## src/rtl/riscv_pkg.sv

```systemverilog
// rtl/riscv_pkg.sv - shared sequencer state encoding and core-wide constants
// Opcode constants are shared with the control unit.
package riscv_pkg;

   typedef enum logic [1:0] {
      IDLE  = 2'd0,
      FETCH = 2'd1,
      EXEC  = 2'd2,
      HALT  = 2'd3
   } seq_state_t;

   localparam int INSTR_WIDTH = 32;
   localparam int PC_INCR     = 4;

   localparam logic [6:0] OP_IMM    = 7'b0010011;
   localparam logic [6:0] OP_BRANCH = 7'b1100011;

endpackage

```

## src/rtl/pc_next.sv

```systemverilog
// rtl/pc_next.sv - next-PC adder and taken-target alignment check
// Only taken targets are checked; pc + 4 from an aligned pc is always aligned.
module pc_next
   import riscv_pkg::*;
#(
   parameter int ADDR_WIDTH = 32
) (
   input  logic [ADDR_WIDTH-1:0] pc,
   input  logic [ADDR_WIDTH-1:0] imm_op,
   input  logic                  pc_src,
   output logic [ADDR_WIDTH-1:0] target,
   output logic                  misaligned
);

   always_comb begin
      target     = pc_src ? (pc + imm_op) : (pc + ADDR_WIDTH'(PC_INCR));
      misaligned = pc_src && (target[1:0] != 2'b00);
   end

endmodule

```

## src/rtl/fetch_sequencer.sv

```systemverilog
// rtl/fetch_sequencer.sv - multi-cycle fetch/commit sequencer owning the PC
// Optional macro HALT_ON_SELF_LOOP_EN: a committed branch-to-self parks the sequencer in HALT.
module fetch_sequencer
   import riscv_pkg::*;
#(
   parameter int                    ADDR_WIDTH = 32,
   parameter int                    DATA_WIDTH = 32,
   parameter logic [ADDR_WIDTH-1:0] RESET_PC   = '0,
   parameter int                    CNT_WIDTH  = 32
) (
   input  logic                  clk,
   input  logic                  rst,
   input  logic                  en,
   output logic                  imem_req,
   output logic [ADDR_WIDTH-1:0] imem_addr,
   input  logic                  imem_ack,
   input  logic [DATA_WIDTH-1:0] imem_rdata,
   output logic [DATA_WIDTH-1:0] instr,
   output logic                  instr_valid,
   input  logic                  pc_src,
   input  logic [ADDR_WIDTH-1:0] imm_op,
   output logic [ADDR_WIDTH-1:0] pc,
   output logic [CNT_WIDTH-1:0]  retired,
   output logic                  halted,
   output logic                  misalign
);

   seq_state_t              state;
   seq_state_t              state_nxt;
   logic                    load_instr;
   logic                    commit;
   logic                    set_mis;
   logic [ADDR_WIDTH-1:0]   target;
   logic                    target_mis;

   pc_next #(.ADDR_WIDTH(ADDR_WIDTH)) u_pc_next (
      .pc         (pc),
      .imm_op     (imm_op),
      .pc_src     (pc_src),
      .target     (target),
      .misaligned (target_mis)
   );

   always_ff @(posedge clk) begin
      if (rst) state <= IDLE;
      else     state <= state_nxt;
   end

   always_comb begin
      state_nxt   = state;
      load_instr  = 1'b0;
      commit      = 1'b0;
      set_mis     = 1'b0;
      imem_req    = 1'b0;
      instr_valid = 1'b0;
      halted      = 1'b0;
      case (state)
         IDLE: begin
            if (en) state_nxt = FETCH;
         end
         FETCH: begin
            // en is ignored here so an issued request always completes
            imem_req = 1'b1;
            if (imem_ack) begin
               load_instr = 1'b1;
               state_nxt  = EXEC;
            end
         end
         EXEC: begin
            instr_valid = 1'b1;
            if (target_mis) begin
               set_mis   = 1'b1;
               state_nxt = HALT;
            end else begin
               commit    = 1'b1;
               state_nxt = en ? FETCH : IDLE;
`ifdef HALT_ON_SELF_LOOP_EN
               if (pc_src && (imm_op == '0)) state_nxt = HALT;
`endif
            end
         end
         HALT: begin
            halted = 1'b1;
         end
         default: state_nxt = IDLE;
      endcase
   end

   always_ff @(posedge clk) begin
      if (rst) begin
         pc       <= RESET_PC;
         instr    <= '0;
         retired  <= '0;
         misalign <= 1'b0;
      end else begin
         if (load_instr) instr <= imem_rdata;
         if (commit) begin
            pc      <= target;
            retired <= retired + CNT_WIDTH'(1);
         end
         if (set_mis) misalign <= 1'b1;
      end
   end

   assign imem_addr = pc;

endmodule

```

## config.mk

```make
export PLATFORM = sky130hd
export DESIGN_NAME = fetch_sequencer
export DESIGN_NICKNAME = d
export VERILOG_FILES = /design/src/rtl/riscv_pkg.sv /design/src/rtl/pc_next.sv /design/src/rtl/fetch_sequencer.sv
export SDC_FILE = /design/constraint.sdc
export NUM_CORES = 1
export LEC_CHECK = 0
export ABC_AREA = 1
export BUFFER_PORTS_ARGS = -buffer_cell sky130_fd_sc_hd__buf_4
export CAP_MARGIN = 5
export CORE_ASPECT_RATIO = 0.7
export CORE_MARGIN = 2
export CORE_UTILIZATION = 58
export DETAILED_ROUTE_END_ITERATION = 8
export GPL_ROUTABILITY_DRIVEN = 0
export GPL_TIMING_DRIVEN = 0
export PLACE_DENSITY = 0.95
export REMOVE_ABC_BUFFERS = 1
export SYNTH_ARGS = -nofsm -noshare
export SYNTH_HDL_FRONTEND = slang
export SYNTH_SLANG_ARGS = --single-unit
```

## constraint.sdc

```tcl
create_clock -name clk -period 4.95 [get_ports clk]
set_input_delay 0.495 -clock clk [delete_from_list [all_inputs] [get_ports clk]]
set_output_delay 0.495 -clock clk [all_outputs]
set_load 0.02 [all_outputs]
```

==> After elaboration in Yosys (flattened, before gate mapping) <==
Cells that the tools add are included.
{ "op_classes": {"n_addsub": 3, "n_eq_ne": 5, "mux": 15, "n_reduce_logical": 5} }
{ "ops": {"columns": ["operator", "count"], "rows": [
  ["$add 32x1->32 const B", 1],
  ["$add 32x3->32 const B", 1],
  ["$add 32x32->32", 1],
  ["$mux 32", 1],
  ["$mux 1", 10],
  ["$mux 2", 3],
  ["$pmux 2 s3", 1],
  ["$eq 2x2->1 const B", 2],
  ["$ne 2x2->1 const B", 2],
  ["$reduce_and 3->1", 1],
  ["$reduce_bool 3->1", 1],
  ["$eq 2x1->1 const B", 1],
  ["$logic_not 2->1", 1],
  ["$reduce_bool 2->1", 1],
  ["$logic_and 1x1->1", 1]
]} }
{ "totals": {"register_bits": 99, "input_bits": 69, "output_inout_bits": 132} }

==> Longest topological paths before layout <==
Gate-level depths: netlist of run 1.
{ "depth": {"ltp_word": 6, "depth_mapped": 14, "depth_no_buf": 14} }

==> Hierarchy <==
Synthesis of run 1 repeated with hierarchy kept, for this count alone.
{ "hier_totals": {"hier_cells": 1350, "area_unflattened_um2": 7901.3} }
{ "modules_own_cells": {"columns": ["mod", "instances", "cells_per_inst", "area_each_um2", "seq_area_each_um2"], "rows": [
  ["fetch_sequencer", 1, 612, 4383.0, 1981.9],
  ["pc_next", 1, 738, 3518.4, 0.0]
]} }

==> Worst setup path before layout of run 1 <==
Ideal clock, no wire load.
{ "synth_path": {"path_type": "register to register", "startpoint": "register pc[0], in the netlist imem_addr[0]", "endpoint": "register retired[24]", "setup_time_ns": 0.113, "t_arrival_ns": 2.163, "slack_ns": 2.674, "path_stages_with_launch": 15, "synth_period_minus_slack_ns": 2.276, "cell_sequence": "dfxtp_1 > ha_1 > inv_1 > fa_1 > a21oi_4 > nor2_8 > nand2_2 > nor2_4 > nand2_2 > nor2_4 > nand3_2 > nor2_1 > nand2_1 > nand2_1 > nor2_1"} }
{ "synth_via": {"elab_chain_len": 6, "elab_cells_between_ends": 7, "classes_between": "add/sub: 2; mux: 3; reduce/logical: 2"} }
{ "synth_lines": {"columns": ["item", "line", "source"], "rows": [
  ["from (decl)", "fetch_sequencer.sv:22", "output logic [ADDR_WIDTH-1:0] pc,"],
  ["from (signal assigned)", "fetch_sequencer.sv:98", "pc <= target;"],
  ["$add 32x3->32 or $add 32x32->32 (tied branches)", "pc_next.sv:16", "target = pc_src ? (pc + imm_op) : (pc + ADDR_WIDTH'(PC_INCR));"],
  ["$mux 32 *", "pc_next.sv:16", null],
  ["$reduce_bool 2->1 *", "pc_next.sv:17", "misaligned = pc_src && (target[1:0] != 2'b00);"],
  ["$logic_and 1x1->1 *", "pc_next.sv:17", null],
  ["$mux 1 *", "fetch_sequencer.sv:71", "if (target_mis) begin"],
  ["$mux 1 *", "fetch_sequencer.sv:57", "case (state)"],
  ["to (signal assigned)", "fetch_sequencer.sv:99", "retired <= retired + CNT_WIDTH'(1);"],
  ["to (decl)", "fetch_sequencer.sv:23", "output logic [CNT_WIDTH-1:0] retired,"]
]} }
Every way passes the cells marked *; elsewhere a longest branch is shown, timed or not.
A chain may end at the register's enable or synchronous reset.

==> Worst setup path after layout of run 1 <==
{ "layout_path": {"startpoint": "register pc[0], in the netlist imem_addr[0]", "endpoint": "register pc[28], in the netlist imem_addr[28]"} }
{ "layout_via": {"elab_chain_len": 6, "elab_cells_between_ends": 7, "classes_between": "add/sub: 2; mux: 3; reduce/logical: 2"} }
{ "layout_lines": {"columns": ["item", "line"], "rows": [
  ["$add 32x3->32 or $add 32x32->32 (tied branches)", "pc_next.sv:16"],
  ["$mux 32 *", "pc_next.sv:16"],
  ["$reduce_bool 2->1", "pc_next.sv:17"],
  ["$logic_and 1x1->1", "pc_next.sv:17"],
  ["$mux 1", "fetch_sequencer.sv:71"],
  ["$mux 1", "fetch_sequencer.sv:57"]
]} }
Marks and branches as above.

==> flow_summary.toml, run 1 <==
[run_status]
status = "complete, no violations"

[timing]
max_freq_mhz = 320
fin_crit_sh = 0.632
final-setup-viol-count = 0
min_period_ps = 3130
rsz0062_at_grt = "false"
worst_slew_pin_slew_ps = 1070
slew_headroom = 0.282
drv_slew = 0
hold_viol_final = 0
clock_skew_ps = 7.70
setup_tns_ps = 0

[min_path]
min_path_type = "input port to flip-flop"
min-delay-start = "imem_rdata[11]"

[route]
ant_nets = 0
dr.first_iter.drc_count = 980
drc_errors = 0
num_vias = 8633
routed_wl_mm = 23.7
via_per_inst = 5.81
wl_per_cell_um = 16.0
first_pass_iters = 8

[finish]
stdcell_count = 1485
drive_above_1_share = 0.197
synthToLayoutAreaGrowth_pct = 22.5
diodes = 0
layout.nets = 1426

[yosys]
synth_seq_cells = 99
synth-seq-area-share = 0.266
synth_top_family_by_area = "simple AND/OR/NAND/NOR gates"
synth_compound_area_frac = 0.167
yosys.area_share.simple = 0.347
synth_ff_type = "dfxtp_1"
synthAdderAreaFrac = 0.0666
synth_cells = 1168
avgSynthCellArea_um2 = 6.37
synth_cell_types = 50
synth_top_area_cell = "dfxtp_1"
synth-xor-area-share = 0.0353
synth.most_common_cell = "nand2_1"
yosys_warnings = 0
synth_area_leaders = "dfxtp_1, nand2_1, nor2_1, a21oi_1, inv_1"
synth_edf_count = 0
syn_area_mm2 = 0.00744
synth_commonest_cells = "nand2_1, nor2_1, inv_1, a21oi_1, dfxtp_1"
muxShareOfSynthArea = 0
netlist.area_leader.share = 0.266
synthArstFlopShare = 0

[floorplan]
die_h_um = 98.8
fp-row-count = 34
start_util = 0.597
fp.coreArea_mm2 = 0.0125
dieWidth_um = 139
dieArea_mm2 = 0.0138
io_pins = 201

[cts]
cts_root_buf = "clkbuf_16"
clock_latency_ps = 340
cts_tree = "built"
cts_setup_buffers = 0
cts_resized = 0
ctsHoldBuffers = 0
cts.sinks = 99
cts.path.max_buffers = 2
clkTransAtPathRegs_ps = 80
h-tree-depth = 3
numCtsBuffers = 9

[grt]
antenna_found_initial = 0
grt_max_degree = 63
grt.overflow.total = 0
grt_pass1_vias = 7662
grt_pass1_wl_mm = 37.7
track_usage = 0.332

[critical_path]
cp.arrival_ps = 3360
crit_type = "flip-flop to flip-flop"
crit_path_start_kind = "flip-flop"
cp_max_fo = 51
cp.required_ps = 5180
crit_start = "imem_addr[0]"
ff2ff_setup_slack_ps = 1820
r2r_start = "imem_addr[0]"
cp-end-kind = "flip-flop"

[pwr]
powerDensity_mw_per_mm2 = 387
ir_drop_v = 0.000250
p_leak_nw = 4.31
finalPower_mw = 3.53

[run]
maxCapViolations = 0

[place]
io_buffers = 200
numPlacedInstances = 1469
dp_hpwl_mm = 18.0
## final timing paths
kind	cells after the start	end
worst max-delay path	10	imem_addr[28]
worst min register to register	1	misalign
worst max register to register	10	imem_addr[28]
worst min-delay path	3	instr[11]
## stage by stage
step            util  hold WS [ps]  worst slack (ps)  instance area [um^2]
5_1_grt        0.731           419              1560                  9110
3_3_place_gp   0.704           463              1780                  8770
3_5_place_dp   0.705           462              1750                  8790
4_1_cts        0.731           403              1850                  9110
6_report       0.731           403              1820                  9110
2_1_floorplan      -           545              2210                  7070
## worst max-delay path: stages, from the launching register on
cell and delay (ps):
dfxtp_1 400, ha_1 190, inv_1 50, fa_1 530, a21oi_4 90, nor2_8 520, inv_1 660, a21oi_1 300
nand2_1 100, nand2_1 70, a21oi_1 80
## kinds of logic (layout without fill, tap and decap cells)
logic type,Yosys count,count (layout)
XOR/XNOR,30,30
adder cells (fa/ha/maj),39,39
AO/OA/AOI/OAI,230,230
flip-flops,99,99
AND/OR/NAND/NOR,574,574
buffers and inverters,196,351
## metal layers
layer | up-vias | share of wire | GRT usage
li1 | 4104 | - | -
met1 | 3854 | 0.43 | 0.471
met2 | 624 | 0.43 | 0.514
met3 | 51 | 0.13 | 0.0807
met4 | 0 | 0.014 | 0.0761
met5 | - | 0 | 0
## layout by cell type, fill, tap and decap left out, types with 5 or more instances in the layout
master | Yosys | routed
o21bai_1 | 8 | 8
ha_1 | 38 | 38
inv_1 | 130 | 129
nor2_1 | 166 | 166
nor4_1 | 5 | 5
nand4_1 | 22 | 22
nand3b_1 | 10 | 10
nor2_4 | 7 | 7
nand2_2 | 7 | 7
buf_4 | 33 | 200
nor2_2 | 5 | 5
dfxtp_1 | 99 | 99
o21ai_0 | 92 | 92
xor2_1 | 22 | 22
clkbuf_16 | 0 | 9
nor3_1 | 29 | 29
xnor2_1 | 8 | 8
nand3_1 | 56 | 56
o21a_1 | 6 | 6
nand2_1 | 246 | 246
a21oi_1 | 104 | 104
## power breakdown
part	total [mW]	switching [mW]	internal, mW	leakage (nW)
registers	1.14	0.205	0.938	0.804
clock network	0.749	0.342	0.407	0.153
logic	1.64	1.02	0.619	3.35
total	3.53	1.57	1.96	4.31
## sequential cells by signal (all words and copies together) (netlist names)
| name | count |
|---|---|
| imem_addr | 32 |
| instr | 32 |
| misalign | 1 |
| retired | 32 |
| state | 2 |
## final cells by class
cell class | count | area (um^2)
multi-input cells | 873 | 4580
fillers | 1045 | 3350
flip-flops and latches | 99 | 1980
repair buffers | 201 | 1520
inverters | 134 | 504
clock buffers | 9 | 225
well taps | 162 | 203
clock inverters | 7 | 93.8
Note: power is estimated with default switching activity, not from simulation.
==> inputs of run 2 (changes only) <==
--- a/config.mk
+++ b/config.mk
@@ -5,16 +5,16 @@
 export SDC_FILE = /design/constraint.sdc
 export NUM_CORES = 1
 export LEC_CHECK = 0
-export ABC_AREA = 1
+export ABC_AREA = 0
 export BUFFER_PORTS_ARGS = -buffer_cell sky130_fd_sc_hd__buf_4
 export CAP_MARGIN = 5
 export CORE_ASPECT_RATIO = 0.7
 export CORE_MARGIN = 2
-export CORE_UTILIZATION = 58
+export CORE_UTILIZATION = 52
 export DETAILED_ROUTE_END_ITERATION = 8
 export GPL_ROUTABILITY_DRIVEN = 0
 export GPL_TIMING_DRIVEN = 0
-export PLACE_DENSITY = 0.95
+export PLACE_DENSITY = 0.9
 export REMOVE_ABC_BUFFERS = 1
 export SYNTH_ARGS = -nofsm -noshare
 export SYNTH_HDL_FRONTEND = slang
==> constraint.sdc (replaced) <==
create_clock -name clk -period 2.9 [get_ports clk]
set_input_delay 0.29 -clock clk [delete_from_list [all_inputs] [get_ports clk]]
set_output_delay 0.29 -clock clk [all_outputs]
set_load 0.02 [all_outputs]
==> run 2 against run 1 <==
  * Register-to-register slack got worse by 1800 ps
  * Critical path depth grew 1
  * Largest power group is now sequential cells
  * Sequential share of layout area increased by 2.0 points
  * Clock skew is 0.85 ps higher
  * Worst hold slack got worse by 210 ps
  * First-iteration DRC count decreased by 40%
  * Total power shrank 10%
  * Setup slack worse by 1800 ps
  * Combinational power down 68%
  * Die area down 2.6%
==> flow_summary.toml, run 2 <==
[run_status]
status = "complete, no violations"

[place]
post-place-ws_ps = -744
placed_cell_area_mm2 = 0.00783
dp_hpwl_mm = 13.0
io_buffers = 200

[route]
ant_nets = 0
first_pass_iters = 5
via_per_inst = 5.79
wl_per_cell_um = 15.7
routed_wl_mm = 18.5
drc_errors = 0
num_vias = 6840
dr.first_iter.drc_count = 588

[pwr]
ir_drop_v = 0.000306
p_leak_nw = 3.65
powerDensity_mw_per_mm2 = 380

[grt]
grt_pass1_wl_mm = 29.6
grt_pass1_vias = 6105
track_usage = 0.267
antenna_found_initial = 0
grt_max_degree = 102
grt.overflow.total = 0

[timing]
final-setup-viol-count = 0
max_freq_mhz = 347
hold_viol_final = 0
fin_crit_sh = 0.994
clock_skew_ps = 8.55
min_period_ps = 2880
fin_ws_ps = 18.3
slew_headroom = 0.262
drv_slew = 0
worst_slew_pin_slew_ps = 1110
rsz0062_at_grt = "true"

[yosys]
synth_cell_types = 70
avgSynthCellArea_um2 = 7.52
syn_area_mm2 = 0.00649
synth_commonest_cells = "nand2_1, a21oi_1, dfxtp_1, nor2_1, o21ai_0"
synth_top_area_cell = "dfxtp_1"
synth-seq-area-share = 0.306
netlist.area_leader.share = 0.306
synth_top_family_by_area = "simple AND/OR/NAND/NOR gates"
muxShareOfSynthArea = 0.00810
synth_edf_count = 0
synthAdderAreaFrac = 0.0764
synth_compound_area_frac = 0.233
synth.most_common_cell = "nand2_1"
yosys_warnings = 0
synth_ff_type = "dfxtp_1"
synth_seq_cells = 99
synth-xor-area-share = 0.0621
synthArstFlopShare = 0
synth_area_leaders = "dfxtp_1, a21oi_1, ha_1, nand2_1, nor2_1"
synth_cells = 862
yosys.area_share.simple = 0.240

[finish]
synthToLayoutAreaGrowth_pct = 29.1
diodes = 0
drive_above_1_share = 0.269
layout.nets = 1122
finalInstanceArea_mm2 = 0.00837
final_common_cell = "buf_4"
fillCellCount = 1001
mostFrequentLayoutCells = "buf_4, nand2_1, a21oi_1"

[critical_path]
critPathMaxStageDelay_ps = 550
cp_max_fo = 5
cp.arrival_ps = 3150
crit_path_start_kind = "flip-flop"
cp_slowest_cell = "fa_1"
r2r_cells = 11
cp.required_ps = 3170
reg2reg_to = "retired[29]"
worst-path-stages = 11
r2r_start = "imem_addr[0]"
ff2ff_setup_slack_ps = 20
crit_family = "simple AND/OR/NAND/NOR gates"
crit_type = "flip-flop to flip-flop"
critPathBufInv = 1
crit_start = "imem_addr[0]"
cp-end-kind = "flip-flop"
critical_path.cell_chain = "ha_4 > inv_2 > fa_1 > nor2b_4 > o2111ai_2 > nand2b_4 > nor3_4 > and2b_2 > nand4_1 > or3_4 > a21oi_2"

[run]
maxCapViolations = 0

[floorplan]
die_h_um = 97.4
io_pins = 201
fp-row-count = 34
start_util = 0.528
fp.coreArea_mm2 = 0.0123
dieWidth_um = 137
dieArea_mm2 = 0.0134

[cts]
clkTransAtPathRegs_ps = 70
numCtsBuffers = 9
cts_root_buf = "clkbuf_16"
cts.path.max_buffers = 2
cts_tree = "built"
clock_latency_ps = 340
h-tree-depth = 3
cts.sinks = 99

[min_path]
min-delay-start = "imem_rdata[24]"
min_to = "instr[24]"
min_path_type = "input port to flip-flop"
whs_path_depth = 3
==> run 2: cells by family (layout without fill, tap and decap cells) <==
logic type,count (synthesis),count (layout)
and+or+nand+nor,328,328
AOI/OAI and AO/OA,250,250
DFF,99,99
buffers and inverters,95,252
xor gates and xnor gates,46,46
adders and majority gates,39,39
muxes,5,5
==> run 2: worst register-to-register path, stage by stage, from the launching register on <==
cell and delay [ps]:
dfxtp_4 360, ha_4 140, inv_2 40, fa_1 550, nor2b_4 180, o2111ai_2 140, nand2b_4 210, nor3_4 230
and2b_2 210, nand4_1 210, or3_4 430, a21oi_2 110
==> run 2: area by class of cell <==
| type | instances | area [um^2] | area share |
|---|---|---|---|
| flip-flops and latches | 99 | 1990 | 0.238 |
| repair buffers | 213 | 1610 | 0.193 |
| clock inverters | 7 | 86.3 | 0.0103 |
| clock buffers | 9 | 225 | 0.0269 |
| well taps | 162 | 203 | 0.0242 |
| inverters | 23 | 86.3 | 0.0103 |
| multi-input cells | 668 | 4170 | 0.498 |
==> run 2: routing by layer <==
| layer | vias up | routed length, um | GRT usage |
|---|---|---|---|
| li1 | 3327 | - | - |
| met1 | 3165 | 8060 | 0.380 |
| met2 | 317 | 8560 | 0.418 |
| met3 | 31 | 1640 | 0.0475 |
| met4 | 0 | 276 | 0.0690 |
| met5 | - | 0 | 0 |
==> run 2: repair_timing <==
item                                    in CTS  in global routing
endpoints found under the hold margin        0                  0
setup buffers                                5                  6
resized for setup                           17                 22
pin swaps                                    3                  7
hold buffers                                 0                  0
endpoints found under the setup margin      22                 14
==> run 2: power breakdown <==
part / leakage (nW) / total [mW] / switching, mW / internal [mW]
clock: 0.153 / 1.23 / 0.549 / 0.684
combinational: 2.69 / 0.517 / 0.297 / 0.219
sequential: 0.802 / 1.43 / 0.0312 / 1.40
total: 3.65 / 3.18 / 0.878 / 2.30
==> run 2: metrics by stage <==
step	total power, mW	std cells	utilization	setup TNS, ps	hold WS, ps
floorplan	1.73	790	-	-5810	352
global placement	1.95	1152	0.634	-28680	442
detailed placement	1.96	1154	0.637	-5490	448
CTS	3.19	1175	0.670	0	184
global route	3.32	1181	0.681	-277	176
finish	3.18	1181	0.681	0	193
==> run 2: how the worst max path moves through the flow <==
stage | endpoint | slack, ps
after detailed placement | retired[30] | -740
after floorplan | retired[30] | -700
final | retired[29] | 20
after CTS | retired[31] | 3
after global placement | imem_addr[31] | -1590
after global routing | retired[29] | -120
==> inputs of run 3 (changes only) <==
--- a/config.mk
+++ b/config.mk
@@ -8,7 +8,6 @@
 export ABC_AREA = 0
 export BUFFER_PORTS_ARGS = -buffer_cell sky130_fd_sc_hd__buf_4
 export CAP_MARGIN = 5
-export CORE_ASPECT_RATIO = 0.7
 export CORE_MARGIN = 2
 export CORE_UTILIZATION = 52
 export DETAILED_ROUTE_END_ITERATION = 8
==> run 3 against run 2 <==
  * Largest cell class unchanged
  * Clock skew is 1.9 ps lower
  * Count of clock-buffer cells in the layout unchanged
  * Sequential power barely moved
  * Total power fell by 2.2%
  * Die area down 0.10%
  * Cell count is 0.25% higher
  * Critical endpoint is now retired[31]
  * Non-clock buffer count decreased by 2
==> flow_summary.toml, run 3 (synthesis results as in run 2) <==
[critical_path]
r2r_cells = 11
cp.required_ps = 3150
ff2ff_setup_slack_ps = 40
reg2reg_to = "retired[31]"
critical_path.endpoint = "retired[31]"
cp_max_fo = 5
cp.arrival_ps = 3110
crit_type = "flip-flop to flip-flop"
crit_path_start_kind = "flip-flop"
r2r_start = "imem_addr[0]"
crit_start = "imem_addr[0]"
cp-end-kind = "flip-flop"

[timing]
drv_slew = 0
worst_slew_pin_slew_ps = 1100
max_freq_mhz = 350
hold_slack_ps = 197
final-setup-viol-count = 0
clock_skew_ps = 6.67
setup_tns_ps = 0
slew_headroom = 0.268
hold_viol_final = 0
min_period_ps = 2860
fin_crit_sh = 0.985

[place]
numPlacedInstances = 1159
io_buffers = 200
dp_hpwl_mm = 13.1
placed_cell_area_mm2 = 0.00782

[pwr]
seqPwrFrac = 0.459
clkPwrFrac = 0.373
p_switching_mw = 0.834
swShare = 0.268
combPwrFrac = 0.168
internal_power_mw = 2.27
p_leak_nw = 3.64
ir_drop_v = 0.000322
powerDensity_mw_per_mm2 = 372

[route]
drc_errors = 0
ant_nets = 0
first_pass_iters = 4
wl_per_cell_um = 15.8
routed_wl_mm = 18.7
via_per_inst = 5.80
dr.first_iter.drc_count = 612
num_vias = 6865

[floorplan]
io_pins = 201
start_util = 0.536
fp.coreArea_mm2 = 0.0121
dieWidth_um = 116
die_h_um = 116
fp-row-count = 40
dieArea_mm2 = 0.0134

[grt]
grt_pass1_wl_mm = 28.8
antenna_found_initial = 0
grt.overflow.total = 0
grt_max_degree = 102
grt_pass1_vias = 6080
track_usage = 0.262

[finish]
synthToLayoutAreaGrowth_pct = 28.7
final_common_cell = "buf_4"
layout.nets = 1121
multi_input_area_mm2 = 0.00419
fillCellCount = 1003
mostFrequentLayoutCells = "buf_4, nand2_1, a21oi_1"
drive_above_1_share = 0.263
final_util = 0.689
finalInstanceArea_mm2 = 0.00835
seq_area_mm2 = 0.00199
diodes = 0
stdcell_count = 1184

[cts]
cts.sinks = 99
h-tree-depth = 3
cts_tree = "built"
cts_root_buf = "clkbuf_16"
numCtsBuffers = 9
clock_latency_ps = 330
ctsHoldBuffers = 0
cts.path.max_buffers = 2
clkTransAtPathRegs_ps = 70

[min_path]
min_path_type = "input port to flip-flop"

[run_status]
status = "complete, no violations"

[run]
maxCapViolations = 0
==> run 3: cell count changes in the layout (fill, tap and decap cells not counted), sizes merged <==
cell	before	now
inv	25	23
a21boi	3	4
clkinv	4	3
buf	213	211
clkinvlp	0	1
==> run 3: power groups by stage <==
stage	Clock, mW	Sequential, mW	Combinational (mW)
finish	1.16	1.43	0.521
global route	1.23	1.43	0.567
CTS	1.16	1.43	0.510
detailed placement	0	1.46	0.503
global placement	0	1.46	0.490
floorplan	0	1.50	0.225
==> run 3: worst min-delay path by stage <==
| stage | to | slack [ps] | cells after the start | startpoint |
|---|---|---|---|---|
| 5_1_grt | instr[3] | 200 | 3 | imem_rdata[3] |
| 6_report | instr[3] | 200 | 3 | imem_rdata[3] |
| 4_1_cts | instr[3] | 190 | 3 | imem_rdata[3] |
| 3_5_place_dp | instr[4] | 450 | 2 | instr[4] |
| 2_1_floorplan | imem_addr[31] | 350 | 1 | rst |
| 3_3_place_gp | instr[10] | 440 | 2 | instr[10] |
==> run 3: cell type report <==
class,count,area share
Clock buffer,9,0.0270
Clock inverter,5,0.00674
Inverter,23,0.0103
Multi-Input combinational cell,669,0.502
Sequential cell,99,0.238
Tap cell,168,0.0252
Timing Repair Buffer,211,0.191
==> run 3: per-stage QoR <==
step | total power [mW] | setup WS [ps]
2_1_floorplan | 1.73 | -696
3_3_place_gp | 1.95 | -1590
3_5_place_dp | 1.96 | -1470
4_1_cts | 3.10 | 7.66
5_1_grt | 3.22 | -105
6_report | 3.11 | 44.0
==> run 3: repair_timing <==
item                       in CTS  in global routing
setup endpoints to repair      45                 12
pin swaps                       3                  6
buffers inserted                4                  6
resized for setup              12                 24
gates cloned                    1                  0
==> run 3: worst max-delay path: stages (launching register included) <==
cell and delay (ps):
dfxtp_4 370, ha_4 140, inv_1 70, fa_1 570, nor2b_4 190, o2111ai_2 120, nand2b_4 190, nor3_4 190
and2b_2 180, nand4_1 180, or3_1 400, a21oi_1 170
==> run 3: per-layer routing <==
layer / part of all wire / GRT usage
met5: 0 / 0
met3: 0.072 / 0.0345
met2: 0.49 / 0.472
met4: 0.018 / 0.0937
met1: 0.42 / 0.321
